`config.mk`:
```
export PLATFORM = sky130hd
export DESIGN_NAME = fpga_bootrom_arbiter
export DESIGN_NICKNAME = d
export VERILOG_FILES = /design/src/rtl/fpga_bootrom_arbiter.sv
export SDC_FILE = /design/constraint.sdc
export NUM_CORES = 1
export LEC_CHECK = 0
export ABC_AREA = 1
export CAP_MARGIN = 10
export CORE_MARGIN = 2
export CORE_UTILIZATION = 18
export CTS_CLUSTER_DIAMETER = 50
export DETAILED_ROUTE_END_ITERATION = 10
export PLACE_DENSITY = 0.83
export SLEW_MARGIN = 20
export SYNTH_ARGS = -nofsm -noshare
export SYNTH_HDL_FRONTEND = slang
export SYNTH_SLANG_ARGS = --single-unit
```
`constraint.sdc`:
```
create_clock -name CLK -period 1.2 [get_ports CLK]
set_input_delay 0.12 -clock CLK [delete_from_list [all_inputs] [get_ports CLK]]
set_output_delay 0.12 -clock CLK [all_outputs]
set_load 0.05 [all_outputs]
```
`src/rtl/fpga_bootrom_arbiter.sv`:
```
// Two-port round-robin arbiter in front of the single-port FPGA bootrom; read data returns one cycle after grant.
// Define FPGA_BOOTROM_ARB_ERR_EN to reject misaligned or out-of-window accesses with an error response.
module fpga_bootrom_arbiter #(
  parameter int unsigned ROM_ADDR_WIDTH = 10,
  parameter int unsigned DATA_WIDTH     = 32,
  parameter logic [31:0] BASE_ADDR      = 32'h1A00_0000,
  parameter int unsigned ROM_WORDS      = 3
) (
  input  logic                      CLK,
  input  logic                      RST,
  input  logic                      instr_req_i,
  input  logic [31:0]               instr_addr_i,
  output logic                      instr_gnt_o,
  output logic                      instr_rvalid_o,
  output logic [DATA_WIDTH-1:0]     instr_rdata_o,
  output logic                      instr_err_o,
  input  logic                      data_req_i,
  input  logic [31:0]               data_addr_i,
  output logic                      data_gnt_o,
  output logic                      data_rvalid_o,
  output logic [DATA_WIDTH-1:0]     data_rdata_o,
  output logic                      data_err_o,
  output logic                      rom_cen_o,
  output logic [ROM_ADDR_WIDTH-1:0] rom_a_o,
  input  logic [DATA_WIDTH-1:0]     rom_q_i
);

  typedef enum logic [1:0] {IDLE, RESP_I, RESP_D} resp_state_t;
  typedef enum logic {GRANT_INSTR, GRANT_DATA} port_t;

  resp_state_t               resp_state;
  port_t                     last_grant;
  logic                      resp_err;
  logic                      instr_gnt;
  logic                      data_gnt;
  logic                      any_gnt;
  logic                      acc_illegal;
  logic                      rom_access;
  logic [31:0]               sel_addr;
  logic [ROM_ADDR_WIDTH-1:0] sel_index;

  // Under contention the port that did not win last time gets the grant.
  always_comb begin
    instr_gnt = ~RST & instr_req_i & (~data_req_i | (last_grant == GRANT_DATA));
    data_gnt  = ~RST & data_req_i & (~instr_req_i | (last_grant == GRANT_INSTR));
    any_gnt   = instr_gnt | data_gnt;
    sel_addr  = data_gnt ? data_addr_i : instr_addr_i;
    sel_index = ROM_ADDR_WIDTH'((sel_addr - BASE_ADDR) >> 2);
  end

`ifdef FPGA_BOOTROM_ARB_ERR_EN
  logic [31:0] word_full;

  // The range check uses the untruncated word index so aliases above the ROM are rejected.
  always_comb begin
    word_full   = (sel_addr - BASE_ADDR) >> 2;
    acc_illegal = (sel_addr[1:0] != 2'b00) | (sel_addr < BASE_ADDR) | (word_full >= ROM_WORDS);
  end
`else
  assign acc_illegal = 1'b0;
`endif

  always_comb begin
    rom_access = any_gnt & ~acc_illegal;
    rom_cen_o  = ~rom_access;
    rom_a_o    = rom_access ? sel_index : '0;
  end

  always_ff @(posedge CLK) begin
    if (RST) begin
      resp_state <= IDLE;
      last_grant <= GRANT_DATA;
      resp_err   <= 1'b0;
    end else begin
      resp_err <= any_gnt & acc_illegal;
      if (instr_gnt) begin
        resp_state <= RESP_I;
        last_grant <= GRANT_INSTR;
      end else if (data_gnt) begin
        resp_state <= RESP_D;
        last_grant <= GRANT_DATA;
      end else begin
        resp_state <= IDLE;
      end
    end
  end

  // Responses are masked while RST is high so a pending read is dropped immediately.
  always_comb begin
    instr_gnt_o    = instr_gnt;
    data_gnt_o     = data_gnt;
    instr_rvalid_o = ~RST & (resp_state == RESP_I);
    data_rvalid_o  = ~RST & (resp_state == RESP_D);
    instr_rdata_o  = (instr_rvalid_o & ~resp_err) ? rom_q_i : '0;
    data_rdata_o   = (data_rvalid_o & ~resp_err) ? rom_q_i : '0;
    instr_err_o    = instr_rvalid_o & resp_err;
    data_err_o     = data_rvalid_o & resp_err;
  end

endmodule

```
==> impl_metrics.py <==
metrics = {
    "route": {
        "drc_errors": 0,
        "route.detailed.vias_per_inst": 4.64,
        "routed_wirelength_um": 7770,
        "detailroute.via_count": 1818,
        "drt_iter0_markers": 64,
        "wl_per_cell_um": 19.8,
        "drt_pass1_iterations": 4,
        "ant_nets": 0,
    },
    "sta": {
        "achievable-frequency_mhz": 674,
        "rsz0062_at_grt": "true",
        "final_hold_viols": 0,
        "period_share_pct": 124,
        "worst_slack_ns": -0.283,
        "timing.final.setup_violations": 80,
        "final-max-slew-violation-count": 0,
        "fin_worst_hold_slack_ns": 0.424,
        "clock-skew-final_ns": 0.00275,
        "tns_ns": -16.58,
        "period_needed_ns": 1.48,
    },
    "setup_path": {
        "crit_path_start": "resp_state[0]$_SDFF_PP0_",
        "r2r_slack_ns": 0,
        "crit_path_max_fanout": 16,
        "critical_path_required_ns": 1.08,
        "worst-endpoint-arrival_ns": 1.36,
        "timing_worst_setup_path_type": "reg2out",
        "crit_path_end_kind": "output pin",
        "critPathMaxStageDelay_ns": 0.30,
        "cpMaxStageDelayCell": "sky130_fd_sc_hd__dfxtp_2",
        "critPathTopFamily": "buffers and inverters",
        "r2r-start": "last_grant$_SDFFE_PP1P_",
        "path_cells": "inv_2 -> buf_6 -> nand3_4 -> buf_16 -> nor2_2 -> buf_12",
        "startpoint_type": "flip-flop",
        "worstPathBufferInverterCount": 4,
    },
    "clock_network": {
        "number_of_buffers_on_the_longest_clock_path": 2,
        "number_of_clock_buffers_inserted_by_tritoncts": 3,
        "cts_root_buffer_type": "sky130_fd_sc_hd__clkbuf_8",
        "clk_pin_slew_ns": 0.03,
        "clk_sinks": 3,
        "clock_tree_from_tritoncts": "built",
        "cts_max_level": 1,
        "clkLatencyLatePin_ns": 0.21,
    },
    "synth": {
        "synth_enable_flop_cells": 0,
        "synth_top_area_share_pct": 30.3,
        "synth.area.top_cells": "sky130_fd_sc_hd__nor2_1, sky130_fd_sc_hd__inv_1, sky130_fd_sc_hd__nand2_1, sky130_fd_sc_hd__nand4_1, sky130_fd_sc_hd__dfxtp_1",
        "netlist.top_cell.by_area": "sky130_fd_sc_hd__nor2_1",
        "synth-seq-area-share_pct": 7.47,
        "syn-instance-count": 182,
        "synth-warning-count": 0,
        "async_flop_share_pct": 0,
        "post_synth.cell_area_avg_um2": 4.42,
        "synth.top_cells.by_count": "sky130_fd_sc_hd__nor2_1, sky130_fd_sc_hd__inv_1, sky130_fd_sc_hd__nand2_1, sky130_fd_sc_hd__nand4_1, sky130_fd_sc_hd__buf_2",
        "yosys.cell_types.count": 13,
        "netlist_area_um2": 805,
        "ys_seq_elements": 3,
        "yosysMostFrequentCell": "sky130_fd_sc_hd__nor2_1",
        "synth_ff_type": "sky130_fd_sc_hd__dfxtp_1",
    },
    "floorplan": {
        "chip_width_um": 70.9,
        "pin_count": 181,
        "core.rowCount": 24,
        "floorplan.initialDensity_pct": 18.6,
        "dieArea_um2": 5020,
        "die_h_um": 70.9,
        "floorplan.core_area_um2": 4320,
    },
    "layout": {
        "area_growth_pct": 399,
        "layout.core_utilization_pct": 92.9,
        "final_nets": 441,
        "diodes": 0,
        "final_cell_area_um2": 4020,
        "drive_above_1_share_pct": 69.7,
    },
    "flow_run": {
        "max_cap_viols": 0,
    },
    "power_and_ir_drop": {
        "power.leakage_nw": 1.77,
        "max-vdd-ir-drop_uv": 556,
        "power.density_cell_area_nw_per_um2": 462,
    },
    "place": {
        "gp_routability_congestion": 0.814,
        "detailedPlacementHpwl_um": 4520,
        "io_buffers": 134,
        "pre_cts_ws_ns": -0.314,
        "placedInstanceArea_um2": 3310,
    },
    "global_route": {
        "first_global_vias": 1953,
        "initial_antenna_violation_count": 0,
        "grt_max_degree": 17,
        "grt_pass1_wl_um": 10000,
        "grt-ovfl-total": 0,
        "track_usage_pct": 25.4,
    },
    "outcome": {
        "failed_checks": "setup timing",
        "outcome": "finished with violations",
    },
    "min_path": {
        "hold_sp": "RST",
        "hold_path_class": "in2reg",
    },
}
-- per-stage QoR --
stage | total power, mW | instances
global placement | 1.24 | 372
detailed placement | 1.27 | 372
floorplan | 0.645 | 183
CTS | 1.73 | 388
finish | 1.85 | 392
global route | 1.91 | 392
-- registers in the layout (all words and copies together), names as in the netlist --
signal      count
last_grant      1
resp_state      2
-- final cells by class --
type / count / area (um^2)
clock buffer: 4 / 45.0
inverter: 52 / 225
multi-input combinational: 115 / 1070
timing repair buffer: 166 / 2540
fill: 143 / 309
sequential: 3 / 66.3
tap: 52 / 65.1
-- tightest hold or removal path: stages --
cell,delay [ns]
sky130_fd_sc_hd__dlygate4sd2_1,0.26
sky130_fd_sc_hd__inv_4,0.08
sky130_fd_sc_hd__o211ai_1,0.13
-- worst paths after layout --
| path | end | cells after the start |
|---|---|---|
| worst max-delay path | data_rdata_o[20] | 6 |
| worst min-delay path | last_grant$_SDFFE_PP1P_ | 3 |
| worst min register to register | resp_state[0]$_SDFF_PP0_ | 4 |
| worst max register to register | last_grant$_SDFFE_PP1P_ | 6 |
-- per-layer routing --
metal / part of all wire, % / wire [um] / track usage, %
met5: 0 / 0 / 0
met4: 2.3 / 182 / 7.97
met3: 6.7 / 522 / 4.84
met2: 58 / 4530 / 51.6
met1: 33 / 2540 / 25.5
-- report_power, final --
group	internal [mW]	switching, mW	total [mW]	leakage [nW]
Sequential	0.108	0.00670	0.114	0.0257
Clock	0.227	0.0695	0.296	0.0228
Combinational	0.673	0.771	1.44	1.72
-- logic make-up (layout without fill, tap and decap cells) --
logic type,after synthesis,count (layout),synth area share (%)
simple gates,112,112,57.1
buf+inv,65,222,34.1
flops,3,3,7.47
other cells,1,2,0.466
compound gates,1,1,0.933
-- cells in the final DEF (no fill, tap or decap), types with 5 or more instances in the layout --
| master | Yosys | final |
|---|---|---|
| sky130_fd_sc_hd__inv_4 | 0 | 5 |
| sky130_fd_sc_hd__nand2_2 | 0 | 23 |
| sky130_fd_sc_hd__clkdlybuf4s50_1 | 0 | 52 |
| sky130_fd_sc_hd__inv_1 | 51 | 34 |
| sky130_fd_sc_hd__buf_6 | 1 | 8 |
| sky130_fd_sc_hd__nand4_1 | 10 | 10 |
| sky130_fd_sc_hd__buf_12 | 0 | 84 |
| sky130_fd_sc_hd__nand2_4 | 0 | 11 |
| sky130_fd_sc_hd__nor2_2 | 0 | 12 |
| sky130_fd_sc_hd__buf_4 | 3 | 14 |
| sky130_fd_sc_hd__inv_2 | 1 | 11 |
| sky130_fd_sc_hd__nor2_4 | 0 | 53 |
-- what timing repair did --
item | in CTS | in global routing
gates resized for setup | 116 | 40
buffers inserted | 10 | 4
setup endpoints to repair | 79 | 80
pin swaps | 17 | 13
hold buffers | 0 | 0
gates cloned | 2 | 2
(Power assumes the default switching activity.)
